--- src/rtl/fifo_dot_mac_pkg.sv ---
// Shared types and default widths for the FIFO-fed dot-product engine.
package dot_pkg;

  typedef enum logic [1:0] {
    IDLE,
    RUN,
    DONE
  } dot_state_t;

  localparam int DOT_DATA_W = 8;
  localparam int DOT_ACC_W  = 24;
  localparam int DOT_LEN    = 8;

endpackage

--- src/rtl/fifo_dot_mac_mac_unit.sv ---
// Registered unsigned multiply-accumulate with synchronous clear.
// acc_next exposes acc plus the current product, so the caller can capture the final sum on the same edge.
module mac_unit #(
  parameter int DATA_WIDTH = 8,
  parameter int ACC_WIDTH  = 24
) (
  input  logic                  clk,
  input  logic                  rst,
  input  logic                  clr,
  input  logic                  en,
  input  logic [DATA_WIDTH-1:0] a,
  input  logic [DATA_WIDTH-1:0] b,
  output logic [ACC_WIDTH-1:0]  acc,
  output logic [ACC_WIDTH-1:0]  acc_next
);

  logic [2*DATA_WIDTH-1:0] prod;
  logic [ACC_WIDTH-1:0]    prod_ext;

  // The product is zero-extended or truncated to the accumulator width; the sum wraps.
  assign prod     = a * b;
  assign prod_ext = ACC_WIDTH'(prod);
  assign acc_next = acc + prod_ext;

  always_ff @(posedge clk) begin
    if (rst || clr) begin
      acc <= '0;
    end else if (en) begin
      acc <= acc_next;
    end
  end

endmodule

--- src/rtl/fifo_dot_mac.sv ---
// Drains paired A/B FIFOs for LEN element pairs and reports their unsigned dot product.
// FIFO read data arrives one cycle after the pop, so pops and accumulates are offset by rd_vld.
module fifo_dot_mac
  import dot_pkg::*;
#(
  parameter int DATA_WIDTH = DOT_DATA_W,
  parameter int ACC_WIDTH  = DOT_ACC_W,
  parameter int LEN        = DOT_LEN
) (
  input  logic                  clk,
  input  logic                  rst,
  input  logic                  start,
  input  logic                  a_empty,
  input  logic                  b_empty,
  input  logic [DATA_WIDTH-1:0] a_data,
  input  logic [DATA_WIDTH-1:0] b_data,
  output logic                  a_rden,
  output logic                  b_rden,
  output logic [ACC_WIDTH-1:0]  result,
  output logic                  done,
  output logic                  busy
);

  localparam int CW = $clog2(LEN + 1);
  localparam logic [CW-1:0] LEN_C  = CW'(LEN);
  localparam logic [CW-1:0] LAST_C = CW'(LEN - 1);

  dot_state_t           state;
  logic [CW-1:0]        issued;
  logic [CW-1:0]        recvd;
  logic                 rd_vld;
  logic                 issue;
  logic                 clr;
  logic [ACC_WIDTH-1:0] acc;
  logic [ACC_WIDTH-1:0] acc_next;

  // Both FIFOs are always popped together, and never while reset is held.
  assign issue  = !rst && (state == RUN) && !a_empty && !b_empty && (issued < LEN_C);
  assign a_rden = issue;
  assign b_rden = issue;
  assign clr    = (state == IDLE) && start;

  mac_unit #(
    .DATA_WIDTH(DATA_WIDTH),
    .ACC_WIDTH (ACC_WIDTH)
  ) u_mac (
    .clk     (clk),
    .rst     (rst),
    .clr     (clr),
    .en      (rd_vld),
    .a       (a_data),
    .b       (b_data),
    .acc     (acc),
    .acc_next(acc_next)
  );

  always_ff @(posedge clk) begin
    if (rst) begin
      state  <= IDLE;
      issued <= '0;
      recvd  <= '0;
      rd_vld <= 1'b0;
      result <= '0;
      done   <= 1'b0;
      busy   <= 1'b0;
    end else begin
      done   <= 1'b0;
      rd_vld <= issue;
      case (state)
        IDLE: begin
          busy <= 1'b0;
          if (start) begin
            issued <= '0;
            recvd  <= '0;
            busy   <= 1'b1;
            state  <= RUN;
          end
        end
        RUN: begin
          if (issue) begin
            issued <= issued + CW'(1);
          end
          // The last accumulate publishes the sum directly rather than waiting a cycle for acc.
          if (rd_vld) begin
            recvd <= recvd + CW'(1);
            if (recvd == LAST_C) begin
              result <= acc_next;
              done   <= 1'b1;
              state  <= DONE;
            end
          end
        end
        DONE: begin
          busy  <= 1'b0;
          state <= IDLE;
        end
        default: begin
          busy  <= 1'b0;
          state <= IDLE;
        end
      endcase
    end
  end

endmodule

--- config.mk ---
export PLATFORM = sky130hd
export DESIGN_NAME = fifo_dot_mac
export DESIGN_NICKNAME = d
export VERILOG_FILES = /design/src/rtl/fifo_dot_mac_pkg.sv /design/src/rtl/fifo_dot_mac_mac_unit.sv /design/src/rtl/fifo_dot_mac.sv
export SDC_FILE = /design/constraint.sdc
export NUM_CORES = 1
export LEC_CHECK = 0
export ABC_AREA = 1
export ABC_CLOCK_PERIOD_IN_PS = 5800
export BUFFER_PORTS_ARGS = -buffer_cell sky130_fd_sc_hd__buf_2
export CAP_MARGIN = 20
export CELL_PAD_IN_SITES_DETAIL_PLACEMENT = 1
export CELL_PAD_IN_SITES_GLOBAL_PLACEMENT = 2
export CORE_ASPECT_RATIO = 0.75
export CORE_MARGIN = 3
export CORE_UTILIZATION = 30
export CTS_CLUSTER_DIAMETER = 200
export DETAILED_ROUTE_END_ITERATION = 10
export PLACE_DENSITY_LB_ADDON = 0.1
export SYNTH_ARGS = -nofsm -noshare
export SYNTH_HDL_FRONTEND = slang
export SYNTH_SLANG_ARGS = --single-unit
--- constraint.sdc ---
create_clock -name clk -period 5.8 [get_ports clk]
set_input_delay 1.16 -clock clk [delete_from_list [all_inputs] [get_ports clk]]
set_output_delay 1.16 -clock clk [all_outputs]
set_load 0.1 [all_outputs]
Word level (Yosys, flattened, before mapping)

Index checks and enable logic that the tools add are counted.
W data, S select, Z words.

Bitwise logic cells: 2
Reduce and logical (&&, ||, !) cells: 16
Multiplexer cells: 12
Equality and inequality tests: 6
$mul: 1
Add/sub/neg operators: 3
Order comparisons: 1

Operators with widths:

| cell                  | number |
|---|---|
| $add A24 B16 Y24      | 1 |
| $mul A8 B8 Y16        | 1 |
| $pmux W4 S2           | 2 |
| $mux W4               | 3 |
| $reduce_and A3 Y1     | 4 |
| $add A4 B1 Y4 const B | 2 |
| $mux W2               | 3 |
| $ne A2 B2 Y1 const B  | 3 |
| $logic_and A1 B1 Y1   | 5 |
| $eq A4 B3 Y1 const B  | 1 |
| $lt A4 B4 Y1 const B  | 1 |
| $pmux W2 S2           | 1 |
| $logic_not A1 Y1      | 3 |
| $reduce_or A3 Y1      | 1 |
| $eq A2 B1 Y1 const B  | 1 |
| $logic_not A2 Y1      | 1 |
| $mux W1               | 2 |
| $ne A2 B1 Y1 const B  | 1 |
| $not A1 Y1            | 2 |
| $pmux W1 S2           | 1 |
| $reduce_bool A2 Y1    | 1 |
| $logic_or A1 B1 Y1    | 1 |

Logic and storage cells: 49
Input port bits: 21
Output and inout bits: 28
Flip-flop bits (word level): 61

Longest topological paths before layout

Depth in word-level cells: 7
Mapped depth: 24
Gate-level depth less buffers: 23

Cells and area by module

A second synthesis with hierarchy kept.

Cell total of the unflattened synthesis: 822
Area, all modules: 5637.9 µm²

By module, submodules not included:

| module       | cells each | area each (µm²) | instances | seq. area each (µm²) |
|---|---|---|---|---|
| mac_unit     | 635        | 4170.2          | 1         | 480.5 |
| fifo_dot_mac | 187        | 1467.7          | 1         | 740.7 |

Worst setup path after synthesis

No wires, ideal clock.

Kind: input port to flip-flop
From: input port a_data[0]
To: register result[21]
Buffers on the path: 1
Stages on the path: 22
Path slack: 0.933 ns
Setup time: 0.109 ns
Arrival: 4.758 ns
Data required time: 5.691 ns
Cells stage by stage: clkbuf_1 nand2_1 fa_1 fa_1 inv_1 fa_1 inv_1 fa_1 inv_1 ha_1 nand2_1 inv_1 nand2_1 nand2_1 nand2_1 nand3_2 nand2_1 nand2_1 nand2_1 nand3_1 nand2_1 inv_1

Word-level cells in the longest chain between the ends: 2

Ends and longest elaborated chain:

| item                   | RTL line                    | RTL |
|---|---|---|
| start: declaration     | fifo_dot_mac.sv:15          | `input logic [DATA_WIDTH-1:0] a_data,` |
| $mul A8 B8 Y16         | fifo_dot_mac_mac_unit.sv:21 | `assign prod = a * b;` |
| $add A24 B16 Y24       | fifo_dot_mac_mac_unit.sv:23 | `assign acc_next = acc + prod_ext;` |
| end signal: assignment | fifo_dot_mac.sv:87          | `result <= acc_next;` |
| end: declaration       | fifo_dot_mac.sv:19          | `output logic [ACC_WIDTH-1:0] result,` |

Every way passes these cells.
A chain may end at the register's enable or synchronous reset.

Worst setup path after layout

From: input port a_data[4]
To: register u_mac.acc[21]

Word-level cells in the longest chain between the ends: 2

Ends and longest elaborated chain:

| item                   | RTL line                    | RTL |
|---|---|---|
| $mul A8 B8 Y16         | fifo_dot_mac_mac_unit.sv:21 |  |
| $add A24 B16 Y24       | fifo_dot_mac_mac_unit.sv:23 |  |
| end signal: assignment | fifo_dot_mac_mac_unit.sv:29 | `acc <= acc_next;` |
| end: declaration       | fifo_dot_mac_mac_unit.sv:13 | `output logic [ACC_WIDTH-1:0] acc,` |

Every way passes these cells.

==> metrics.md <==
| Metric | Value |
|---|---|
| Worst-Skew Late Latency | 0.33 ns |
| CTS Buf Count | 9 |
| Horiz. Die Dim | 165.1 um |
| Area of the die | 20700 um^2 |
| CP required | 6.03 ns |
| Clock power frac | 0.298 |
| Final GP Congestion | 0.8328 |
| Die Y-Extent | 125.3 um |
| Final TNS setup | 0 ns |
| Worst Tran Pin Value | 0.8054 ns |
| Post-DR vias/cell | 4.457 |
| Initial Util | 0.3142 |
| Syn Area/Cell | 6.855 um^2 |
| Post-synth ARST share | 0 |
| Layout area overhead | 11.73% |
| Total power divided by cell area | 294.7 nW/um^2 |
| Buffers inserted by post-CTS timing repair | 0 |
| Fill count | 2331 |
| Outcome | finished, final reports clean |
| Overflow after GRT | 0 |
| Diode count | 0 |
| Max-cap violations | 0 |
| Initial antenna violation count | 0 |
| Drc violations | 0 |
| Final Skew | 0.01059 ns |
| Mapped Cells | 831 |
| Sink Count | 61 |
| Crit path max fanout | 8 |
| Fin cells | 1105 |
| TritonCTS clock tree | yes |
| Yosys top cell by area | dfxtp_1 |
| Post-cts hold buffer count | 0 |
| I/O pin count | 49 |
| Nets | 972 |
| Final worst setup slack | 0.7547 ns |
| Ys flop type | dfxtp_1 |
| Post-synth top area share | 0.2144 |
| Seq/Total Area, Yosys | 0.2144 |
| Tot Pwr | 1875 uW |
| Worst Setup Start Kind | input port |
| RSZ-0062 raised after global routing | no |
| Part of the power in registers | 0.229 |
| Leakage | 0.003668 uW |
| Top post-synthesis cells by count | inv_1, nand2_1, nor2_1 |
| Setup-failing EPs final | 0 |
| Yosys reg bits | 61 |
| Normalized max-slew margin | 0.4631 |
| Most frequent cell after synthesis | inv_1 |
| CP endpoint kind | flip-flop |
| DP HPWL | 13.11 mm |
| Buffers on Ports | 48 |
| Syn nets | 945 |
| Cell-internal power | 1057 uW |
| Unique masters post-synth | 38 |
| Number of enable flip-flop cells after synthesis | 0 |
| Min-Delay Path Class | flip-flop to flip-flop |
| Net Sw Frac | 0.4362 |
| Core area | 18130 um^2 |
| ANT nets after route | 0 |
| GRT Total Usage | 0.1642 |
| WP data arrival | 5.27 ns |
| NetSw | 818.2 uW |
| Final WL | 16.10 mm |
| Max Clk Rate | 198.2 MHz |
| Peak VDD IR | 112.4 uV |
| Type of the worst setup path | input port to flip-flop |
| Final Hold Fails | 0 |
| Worst slack, placed | 0.4182 ns |
| Layout cells sized above 1 | 0.1124 |
| Clock slew seen by the registers of the worst setup and hold paths | 0.07 ns |
| Slew Limit Fails | 0 |
| Vias post-DR | 4925 |
| Largest net degree at the start of global routing | 41 |
| Synth Cell Area | 5697 um^2 |
| Cell Rows | 42 |
| DP Cell Count | 1089 |
| Clock Path Buffers | 2 |
| Number of global-route vias before repair | 5299 |
| Initial DRC count | 187 |
| Htree depth | 3 |
| First-pass GRT wire length | 26.95 mm |
| Synth Warn # | 0 |
| Comb pwr share | 0.473 |
| Fin crit share | 0.8699 |
| WL per Instance | 14.57 um |
| Post-cts repair resize count | 0 |
| Min Tclk post-route | 5.045 ns |
| Area contributors post-synth | dfxtp_1, fa_1, inv_1 |
| CTS root buf | clkbuf_16 |
| First-pass iteration count of the detailed router | 4 |
[flip-flops by register name (all words and copies together) (netlist names)]
register,flops
u_mac.acc,24
issued,4
recvd,4
result,24
state,2
busy,1
done,1
rd_vld,1
[cell type report]
type	count	area (um^2)	share of cell area
multi-input cells	515	3457	0.5432
inverters	223	839.6	0.1319
well taps	242	302.8	0.04757
clock inverters	7	77.57	0.01219
repair buffers	48	240.2	0.03774
flip-flops and latches	61	1222	0.1921
clock buffers	9	225.2	0.03538
[per-layer routing]
metal	GRT usage	part of all wire	wire length, um	vias up
li1	-	-	-	2499
met1	0.2367	0.52	8301	2365
met2	0.2657	0.45	7210	54
met3	0.02646	0.033	529	7
met4	0.02071	0.0034	55	0
met5	0	0	0	-
[critical path: stages]
cell     delay (ns)
buf_2          0.17
nand2_1        0.09
inv_1          0.05
fa_1           0.52
fa_1           0.56
inv_1          0.06
fa_1           0.52
fa_1           0.55
inv_1          0.04
ha_1           0.39
nand2_2        0.15
inv_1          0.05
a21oi_1        0.27
nand3_2        0.21
nand2_1        0.13
nand2_1        0.06
nand2_1        0.07
nand3_1        0.07
nand2_1        0.10
inv_1          0.04
[cells in the final DEF (no fill, tap or decap), types with 4 or more instances in the layout]
cell type  instances
nand3_1           42
ha_1              43
a21oi_1           36
nand2_2           12
nor2_2             6
inv_2              4
nor2_1            78
o21ai_1            6
inv_1            218
o21ai_0           14
buf_2             48
fa_1              50
nand2_1          186
nand3b_1           5
nor3_1             6
nand4_1            4
inv_6              4
dfxtp_1           60
clkbuf_16          9
nand3_2            4
o211ai_1           5
[power groups by stage]
stage / Sequential [uW] / Clock (uW) / Combinational, uW
2_1_floorplan: 440 / 0 / 661
3_3_place_gp: 439 / 0 / 890
3_5_place_dp: 439 / 0 / 892
4_1_cts: 430 / 577 / 903
5_1_grt: 431 / 599 / 1030
6_report: 430 / 559 / 887
[per-stage QoR]
stage / util / cell area, um^2 / hold WS, ns
finish: 0.3511 / 6365 / 0.4560
detailed placement: 0.3344 / 6062 / 0.4518
global route: 0.3511 / 6365 / 0.4796
global placement: 0.3344 / 6062 / 0.4435
CTS: 0.3511 / 6365 / 0.4619
floorplan: - / 5697 / 0.4307
[final timing paths]
path	from	to	slack, ns	cells past startpoint
worst max register to register	u_mac.acc[6]$_SDFFE_PP0P_	u_mac.acc[15]$_SDFFE_PP0P_	1.66	19
worst min register to register	busy$_SDFFE_PP0N_	busy$_SDFFE_PP0N_	0.46	2
worst min-delay path	busy$_SDFFE_PP0N_	busy$_SDFFE_PP0N_	0.46	2
worst max-delay path	a_data[4]	u_mac.acc[21]$_SDFFE_PP0P_	0.75	20
[cells by family after synthesis]
family / count (synthesis) / share of synthesized area
buffers and inverters: 255 / 0.1788
xor gates and xnor gates: 6 / 0.009226
AOI/OAI and AO/OA: 65 / 0.06106
DFF: 61 / 0.2144
and+or+nand+nor: 351 / 0.2664
adders and majority gates: 93 / 0.2702
Power figures use the tool's default switching activity.
